### config.mk
export PLATFORM = sky130hd
export DESIGN_NAME = spi_controller_mode0
export DESIGN_NICKNAME = d
export VERILOG_FILES = /design/src/rtl/spi_pkg.sv /design/src/rtl/spi_sck_gen.sv /design/src/rtl/spi_controller_mode0.sv
export SDC_FILE = /design/constraint.sdc
export NUM_CORES = 1
export LEC_CHECK = 0
export BUFFER_PORTS_ARGS = -buffer_cell sky130_fd_sc_hd__buf_2
export CAP_MARGIN = 20
export CORE_ASPECT_RATIO = 0.9
export CORE_UTILIZATION = 26
export DETAILED_ROUTE_END_ITERATION = 10
export GPL_ROUTABILITY_DRIVEN = 0
export PLACE_DENSITY = 0.38
export SYNTH_ARGS = -nofsm -noshare
export SYNTH_HDL_FRONTEND = slang
export SYNTH_SLANG_ARGS = --single-unit
### constraint.sdc
create_clock -name m_clk -period 2.7 [get_ports m_clk]
set_input_delay 0.135 -clock m_clk [delete_from_list [all_inputs] [get_ports m_clk]]
set_output_delay 0.135 -clock m_clk [all_outputs]
set_load 0.05 [all_outputs]
### src/rtl/spi_pkg.sv
// Shared definitions for the mode-0 SPI controller: FSM state encoding,
// clock polarity/phase constants and default sizing.
package spi_pkg;

    typedef enum logic [1:0] {
        ST_IDLE  = 2'd0,
        ST_SHIFT = 2'd1,
        ST_HOLD  = 2'd2,
        ST_GAP   = 2'd3
    } spi_state_t;

    // Mode 0: SCK idles low, data launched on the trailing (falling) edge.
    localparam logic CPOL = 1'b0;
    localparam logic CPHA = 1'b0;

    localparam int unsigned DEFAULT_BYTE_W  = 8;
    localparam int unsigned DEFAULT_CLK_DIV = 2;

endpackage

### src/rtl/spi_sck_gen.sv
// SCK generator: half-period counter plus registered SCK.
// Ports:
//   m_clk, rst_n      clock, async active-low reset
//   i_enable          run the divider; when low SCK is parked at CPOL
//   i_restart         restart a fresh low phase (counter and SCK cleared)
//   o_sck             registered SCK
//   o_rise_tick_c     high in the cycle whose closing edge raises o_sck
//   o_fall_tick_c     high in the cycle whose closing edge lowers o_sck
module spi_sck_gen
    import spi_pkg::*;
#(
    parameter int unsigned CLK_DIV = DEFAULT_CLK_DIV
) (
    input  logic m_clk,
    input  logic rst_n,
    input  logic i_enable,
    input  logic i_restart,
    output logic o_sck,
    output logic o_rise_tick_c,
    output logic o_fall_tick_c
);

    localparam int unsigned DIV_W = $clog2(CLK_DIV + 1);

    logic [DIV_W-1:0] r_cnt;
    logic             r_sck;
    logic             w_toggle;

    // Strobes fire on the same edge that moves r_sck, so the FSM can act in step.
    assign w_toggle      = i_enable && !i_restart && (r_cnt == DIV_W'(CLK_DIV - 1));
    assign o_rise_tick_c = w_toggle && (r_sck == CPOL);
    assign o_fall_tick_c = w_toggle && (r_sck != CPOL);
    assign o_sck         = r_sck;

    always_ff @(posedge m_clk or negedge rst_n) begin
        if (!rst_n) begin
            r_cnt <= '0;
            r_sck <= CPOL;
        end else if (i_restart || !i_enable) begin
            r_cnt <= '0;
            r_sck <= CPOL;
        end else if (w_toggle) begin
            r_cnt <= '0;
            r_sck <= ~r_sck;
        end else begin
            r_cnt <= r_cnt + DIV_W'(1);
        end
    end

endmodule

### src/rtl/spi_controller_mode0.sv
// SPI mode-0 controller, MSB first, single chip select, byte handshake.
// Ports:
//   m_clk, rst_n        clock, async active-low reset
//   start, d_to_send    transfer request and byte to send
//   busy                high from acceptance until the bus is idle again
//   DRDY, d_recieved    one-cycle done pulse and last received byte
//   sck_pad, csn_pad, mosi_pad, miso_pad   SPI pads
module spi_controller_mode0
    import spi_pkg::*;
#(
    parameter int unsigned BYTE_W  = DEFAULT_BYTE_W,
    parameter int unsigned CLK_DIV = DEFAULT_CLK_DIV
) (
    input  logic              m_clk,
    input  logic              rst_n,
    input  logic              start,
    input  logic [BYTE_W-1:0] d_to_send,
    output logic              busy,
    output logic              DRDY,
    output logic [BYTE_W-1:0] d_recieved,
    output logic              sck_pad,
    output logic              csn_pad,
    output logic              mosi_pad,
    input  logic              miso_pad
);

    localparam int unsigned BCNT_W = $clog2(BYTE_W + 1);
    localparam int unsigned WCNT_W = $clog2(2 * CLK_DIV + 1);

    spi_state_t          r_state;
    logic                r_load;
    logic [BYTE_W-1:0]   r_tx_sr;
    logic [BYTE_W-2:0]   r_rx_sr;
    logic [BCNT_W-1:0]   r_bit_cnt;
    logic [WCNT_W-1:0]   r_wcnt;
    logic                r_busy;
    logic                r_drdy;
    logic [BYTE_W-1:0]   r_d_rx;
    logic                r_csn;
    logic                r_mosi;

    logic                w_rise_tick_c;
    logic                w_fall_tick_c;
    logic                w_shift_tick_c;
    logic                w_count_tick_c;
    logic                w_sck_en;
    logic                w_sck_restart;
    logic [BYTE_W-1:0]   w_rx_next;

    // Mode 0 counts bits on the leading edge and shifts on the trailing edge.
    assign w_count_tick_c = (CPHA == 1'b0) ? w_rise_tick_c : w_fall_tick_c;
    assign w_shift_tick_c = (CPHA == 1'b0) ? w_fall_tick_c : w_rise_tick_c;

    // SCK runs only while bits are moving; the DRDY cycle parks it low.
    assign w_sck_en      = (r_state == ST_SHIFT) && !r_drdy;
    assign w_sck_restart = ((r_state == ST_IDLE) && r_load) ||
                           ((r_state == ST_SHIFT) && r_drdy && start);
    assign w_rx_next     = {r_rx_sr, miso_pad};

    spi_sck_gen #(
        .CLK_DIV(CLK_DIV)
    ) u_sck_gen (
        .m_clk         (m_clk),
        .rst_n         (rst_n),
        .i_enable      (w_sck_en),
        .i_restart     (w_sck_restart),
        .o_sck         (sck_pad),
        .o_rise_tick_c (w_rise_tick_c),
        .o_fall_tick_c (w_fall_tick_c)
    );

    // Transfer sequencing; r_wcnt counts cycles since the final falling edge.
    always_ff @(posedge m_clk or negedge rst_n) begin
        if (!rst_n) begin
            r_state   <= ST_IDLE;
            r_load    <= 1'b0;
            r_tx_sr   <= '0;
            r_rx_sr   <= '0;
            r_bit_cnt <= '0;
            r_wcnt    <= '0;
            r_busy    <= 1'b0;
            r_drdy    <= 1'b0;
            r_d_rx    <= '0;
            r_csn     <= 1'b1;
            r_mosi    <= 1'b0;
        end else begin
            r_drdy <= 1'b0;
            case (r_state)
                ST_IDLE: begin
                    if (r_load) begin
                        r_load    <= 1'b0;
                        r_state   <= ST_SHIFT;
                        r_csn     <= 1'b0;
                        r_busy    <= 1'b1;
                        r_mosi    <= r_tx_sr[BYTE_W-1];
                        r_bit_cnt <= '0;
                    end else if (start) begin
                        r_tx_sr <= d_to_send;
                        r_load  <= 1'b1;
                    end
                end
                ST_SHIFT: begin
                    if (r_drdy) begin
                        if (start) begin
                            // Back-to-back byte: chip select stays asserted.
                            r_tx_sr   <= d_to_send;
                            r_mosi    <= d_to_send[BYTE_W-1];
                            r_bit_cnt <= '0;
                        end else begin
                            if (r_wcnt == WCNT_W'(CLK_DIV)) begin
                                r_csn   <= 1'b1;
                                r_mosi  <= 1'b0;
                                r_state <= ST_GAP;
                            end else begin
                                r_state <= ST_HOLD;
                            end
                            r_wcnt <= r_wcnt + WCNT_W'(1);
                        end
                    end else begin
                        if (w_count_tick_c) begin
                            r_bit_cnt <= r_bit_cnt + BCNT_W'(1);
                        end
                        if (w_shift_tick_c) begin
                            r_rx_sr <= w_rx_next[BYTE_W-2:0];
                            r_tx_sr <= r_tx_sr << 1;
                            r_mosi  <= r_tx_sr[BYTE_W-2];
                            if (r_bit_cnt == BCNT_W'(BYTE_W)) begin
                                r_d_rx <= w_rx_next;
                                r_drdy <= 1'b1;
                                r_wcnt <= WCNT_W'(1);
                            end
                        end
                    end
                end
                ST_HOLD: begin
                    if (r_wcnt == WCNT_W'(CLK_DIV)) begin
                        r_csn   <= 1'b1;
                        r_mosi  <= 1'b0;
                        r_state <= ST_GAP;
                    end
                    r_wcnt <= r_wcnt + WCNT_W'(1);
                end
                ST_GAP: begin
                    if (r_wcnt == WCNT_W'(2 * CLK_DIV)) begin
                        r_busy  <= 1'b0;
                        r_state <= ST_IDLE;
                        r_wcnt  <= '0;
                    end else begin
                        r_wcnt <= r_wcnt + WCNT_W'(1);
                    end
                end
                default: begin
                    r_state <= ST_IDLE;
                end
            endcase
        end
    end

    assign busy       = r_busy;
    assign DRDY       = r_drdy;
    assign d_recieved = r_d_rx;
    assign csn_pad    = r_csn;
    assign mosi_pad   = r_mosi;

endmodule
==> run summary <==
Result of the run = finished with violations
Failing checks = negative hold slack
CP max stage cell = sky130_fd_sc_hd__dfrtp_1
Number of enable flip-flop cells after synthesis = 0
Maximum fanout encountered on the critical timing path = 10
Register area share after synthesis = 50.4%
Final setup TNS = 0 ns
Final Hold Violating Endpoints = 39
Worst-case setup slack after placement = 0.397 ns
Power per unit of standard cell area = 1030 mW/mm^2
Type of the most critical hold path = input port to asynchronous set/reset pin
TritonCTS Sinks = 40
Worst-path cell chain = inv_1, ha_1, nor2b_1, buf_4, a211o_1, o21bai_1, o2bb2ai_1
Critical path endpoint category = flip-flop
GRT Util Overall = 11.9%
Minimum period implied by the final worst setup slack = 2.31 ns
Pin count of the biggest net entering global routing = 41
Maximum level of the CTS H-tree = 2
Clock insertion delay at the later pin of the skew report = 0.29 ns
Crit path launch type = flip-flop
Worst-case hold slack = -0.0236 ns
Placeable core area = 0.00722 sq mm
Die X = 94.1 um
Max-cap viol count = 0
Count of nets after finishing = 224
Final setup violation count = 0
Share of the cycle needed by the critical path after routing = 85.5%
Ratio of cells with drive above 1 in the final layout = 26.2%
Clock slew at reported path FFs = 0.08 ns
Clock buffers created by TritonCTS = 5
TritonCTS clock tree = yes
Global-route wire length before repair = 7410 um
Post-CTS setup buffers = 0
Synth Register Bits = 40
Max Freq = 433 MHz
Count of buffers inserted at the top-level ports = 24
Die Y-Extent = 84.9 um
WS Path Type = flip-flop to flip-flop
Post-synth top cells = 39 x sky130_fd_sc_hd__dfrtp_1, 16 x sky130_fd_sc_hd__mux2_2, 12 x sky130_fd_sc_hd__inv_1
Final critical-path setup slack = 0.392 ns
Count of synthesis-stage warnings from yosys = 0
Ys flop type = sky130_fd_sc_hd__dfrtp_1
Max transition margin = 38.7%
Remaining DRCs = 0
Count of buffer and inverter cells on the critical path = 2
Count of inserted antenna diode cells = 0
1st-pass router iterations = 4
Grt total ovfl = 0
Power, Total = 2.42 mW
I/O pin total = 25
Share of flip-flops with an asynchronous set or reset = 100%
RSZ-0062 raised after global routing = false
Worst endpoint required time = 2.91 ns
Cell taking the most area after synthesis = sky130_fd_sc_hd__dfrtp_1
P_leak = 1.03 nW
Area share of the leading cell type in the synthesized netlist = 49.1%
CTS Hold Bufs = 0
Unique cell type count in the Yosys netlist = 48
Final wirelength = 4260 um
Drt wl/cell = 14.4 um
Mean post-synth cell area = 11.4 sq um
Initial antenna violation count = 0
IR Drop Worst-Case VDD = 525 uV
Signed area change from the synthesized netlist to the final layout = 18.3%
Final number of max-transition violations = 0
Vias per cell = 4.85
Synthesized cell area = 0.00199 sq mm
Crit path max-delay family = compound AO/OA/AOI/OAI gates
Layout fillers = 731
Net count of the mapped netlist = 196
Slew of the pin with the lowest slew margin = 0.920 ns
Die area = 0.00800 sq mm
Detail Placement HPWL = 3110 um
Count of cells resized by post-cts repair = 0
Maximum clock skew at final layout = 0.00334 ns
Total number of placement rows = 29
Post-DRT Antenna Nets = 0
Delay of the slowest cell on the worst path = 0.43 ns
Arr. time, crit path = 2.52 ns
Drt first-iter violations = 55
Root buf cell = sky130_fd_sc_hd__clkbuf_8
Total number of vias = 1430
Leading post-synthesis cells by cell area = sky130_fd_sc_hd__dfrtp_1 49%, sky130_fd_sc_hd__mux2_2 9.1%, sky130_fd_sc_hd__ha_1 6.3%, sky130_fd_sc_hd__o2bb2ai_1 4.4%, sky130_fd_sc_hd__a22oi_1 2.6%
Library cell with the highest instance count after synthesis = sky130_fd_sc_hd__dfrtp_1
Maximum count of clock buffers along a single path = 2
Initial Utilization = 27.5%
Vias in the first global route = 1491
Gate Count Post-Synth = 174
## worst register-to-register path: stages, from the launching register on
cell and delay (ns):
sky130_fd_sc_hd__dfrtp_1 0.43, sky130_fd_sc_hd__inv_1 0.12, sky130_fd_sc_hd__ha_1 0.32, sky130_fd_sc_hd__nor2b_1 0.31, sky130_fd_sc_hd__buf_4 0.23, sky130_fd_sc_hd__a211o_1 0.31, sky130_fd_sc_hd__o21bai_1 0.34, sky130_fd_sc_hd__o2bb2ai_1 0.18
## cells by family (layout without fill, tap and decap cells)
group	after synthesis	after routing	share of synthesized area, %
xor gates and xnor gates	1	1	0.441
and+or+nand+nor	40	40	12.0
muxes	17	17	9.57
buffers and inverters	18	46	3.46
adders and majority gates	10	10	6.30
DFF	40	40	50.4
AOI/OAI and AO/OA	48	48	17.8
## state kept, by name, summed over array words and instances (netlist names), 2 cells and up
signal / cells
d_recieved: 8
r_tx_sr: 8
r_rx_sr: 7
r_bit_cnt: 4
r_wcnt: 3
r_state: 2
u_sck_gen.r_cnt: 2
## cells in the final DEF, fill, tap and decap left out, drive strengths merged, types with 2 or more instances in the layout
master	Yosys	final
dfrtp	39	39
buf	2	27
mux2	16	16
inv	12	12
o2bb2ai	10	10
ha	10	10
o21ai	9	9
nor2	7	7
a22oi	7	7
nand2b	5	5
nand2	5	5
clkbuf	4	5
nand3b	4	4
a21oi	4	4
nor2b	3	3
and2	3	3
nor3	3	3
or3	2	2
o31ai	2	2
nand3	2	2
o2111ai	2	2
bufinv	0	2
## worst paths after layout
path                                 endpoint  cells after the start          startpoint  slack (ns)
min                                 r_wcnt[1]                      1               rst_n       -0.02
min reg2reg                u_sck_gen.r_cnt[0]                      1  u_sck_gen.r_cnt[0]        0.48
max                                r_tx_sr[1]                      7          r_state[1]        0.39
max reg2reg                        r_tx_sr[1]                      7          r_state[1]        0.39
min in group m_clk              d_recieved[0]                      2            miso_pad        0.10
max in group asynchronous          r_rx_sr[2]                      1               rst_n        2.16
## per-layer routing
metal  share of wire (%)  wire length [um]  global-route usage (%)  vias up
met4                 1.3                57                    3.92        0
li1                    -                 -                       -      691
met3                 4.0               171                    3.32        5
met2                  43              1850                    17.6       27
met5                   0                 0                       0        -
met1                  51              2180                    16.8      707
## stage by stage
step                      area [sq um]  util (%)  instances
after detailed placement          2220      30.8        288
final                             2350      32.6        295
after CTS                         2350      32.6        295
after global placement            2220      30.8        288
after floorplan                   1990         -        174
after global routing              2350      32.6        295
## power by group
| group | internal, mW | switching (mW) | total (mW) |
|---|---|---|---|
| combinational | 0.394 | 0.586 | 0.981 |
| clock | 0.364 | 0.211 | 0.575 |
| sequential | 0.756 | 0.109 | 0.864 |
## final cells by class
| type | count | area, sq um | share of cell area, % |
|---|---|---|---|
| Clock buffer | 5 | 68.8 | 2.93 |
| Inverter | 12 | 45.0 | 1.92 |
| Tap cell | 93 | 116 | 4.95 |
| Sequential cell | 40 | 1000 | 42.6 |
| Multi-Input combinational cell | 116 | 916 | 39.0 |
| Timing Repair Buffer | 27 | 143 | 6.07 |
| Clock inverter | 2 | 60.1 | 2.55 |
(Power assumes the default switching activity.)
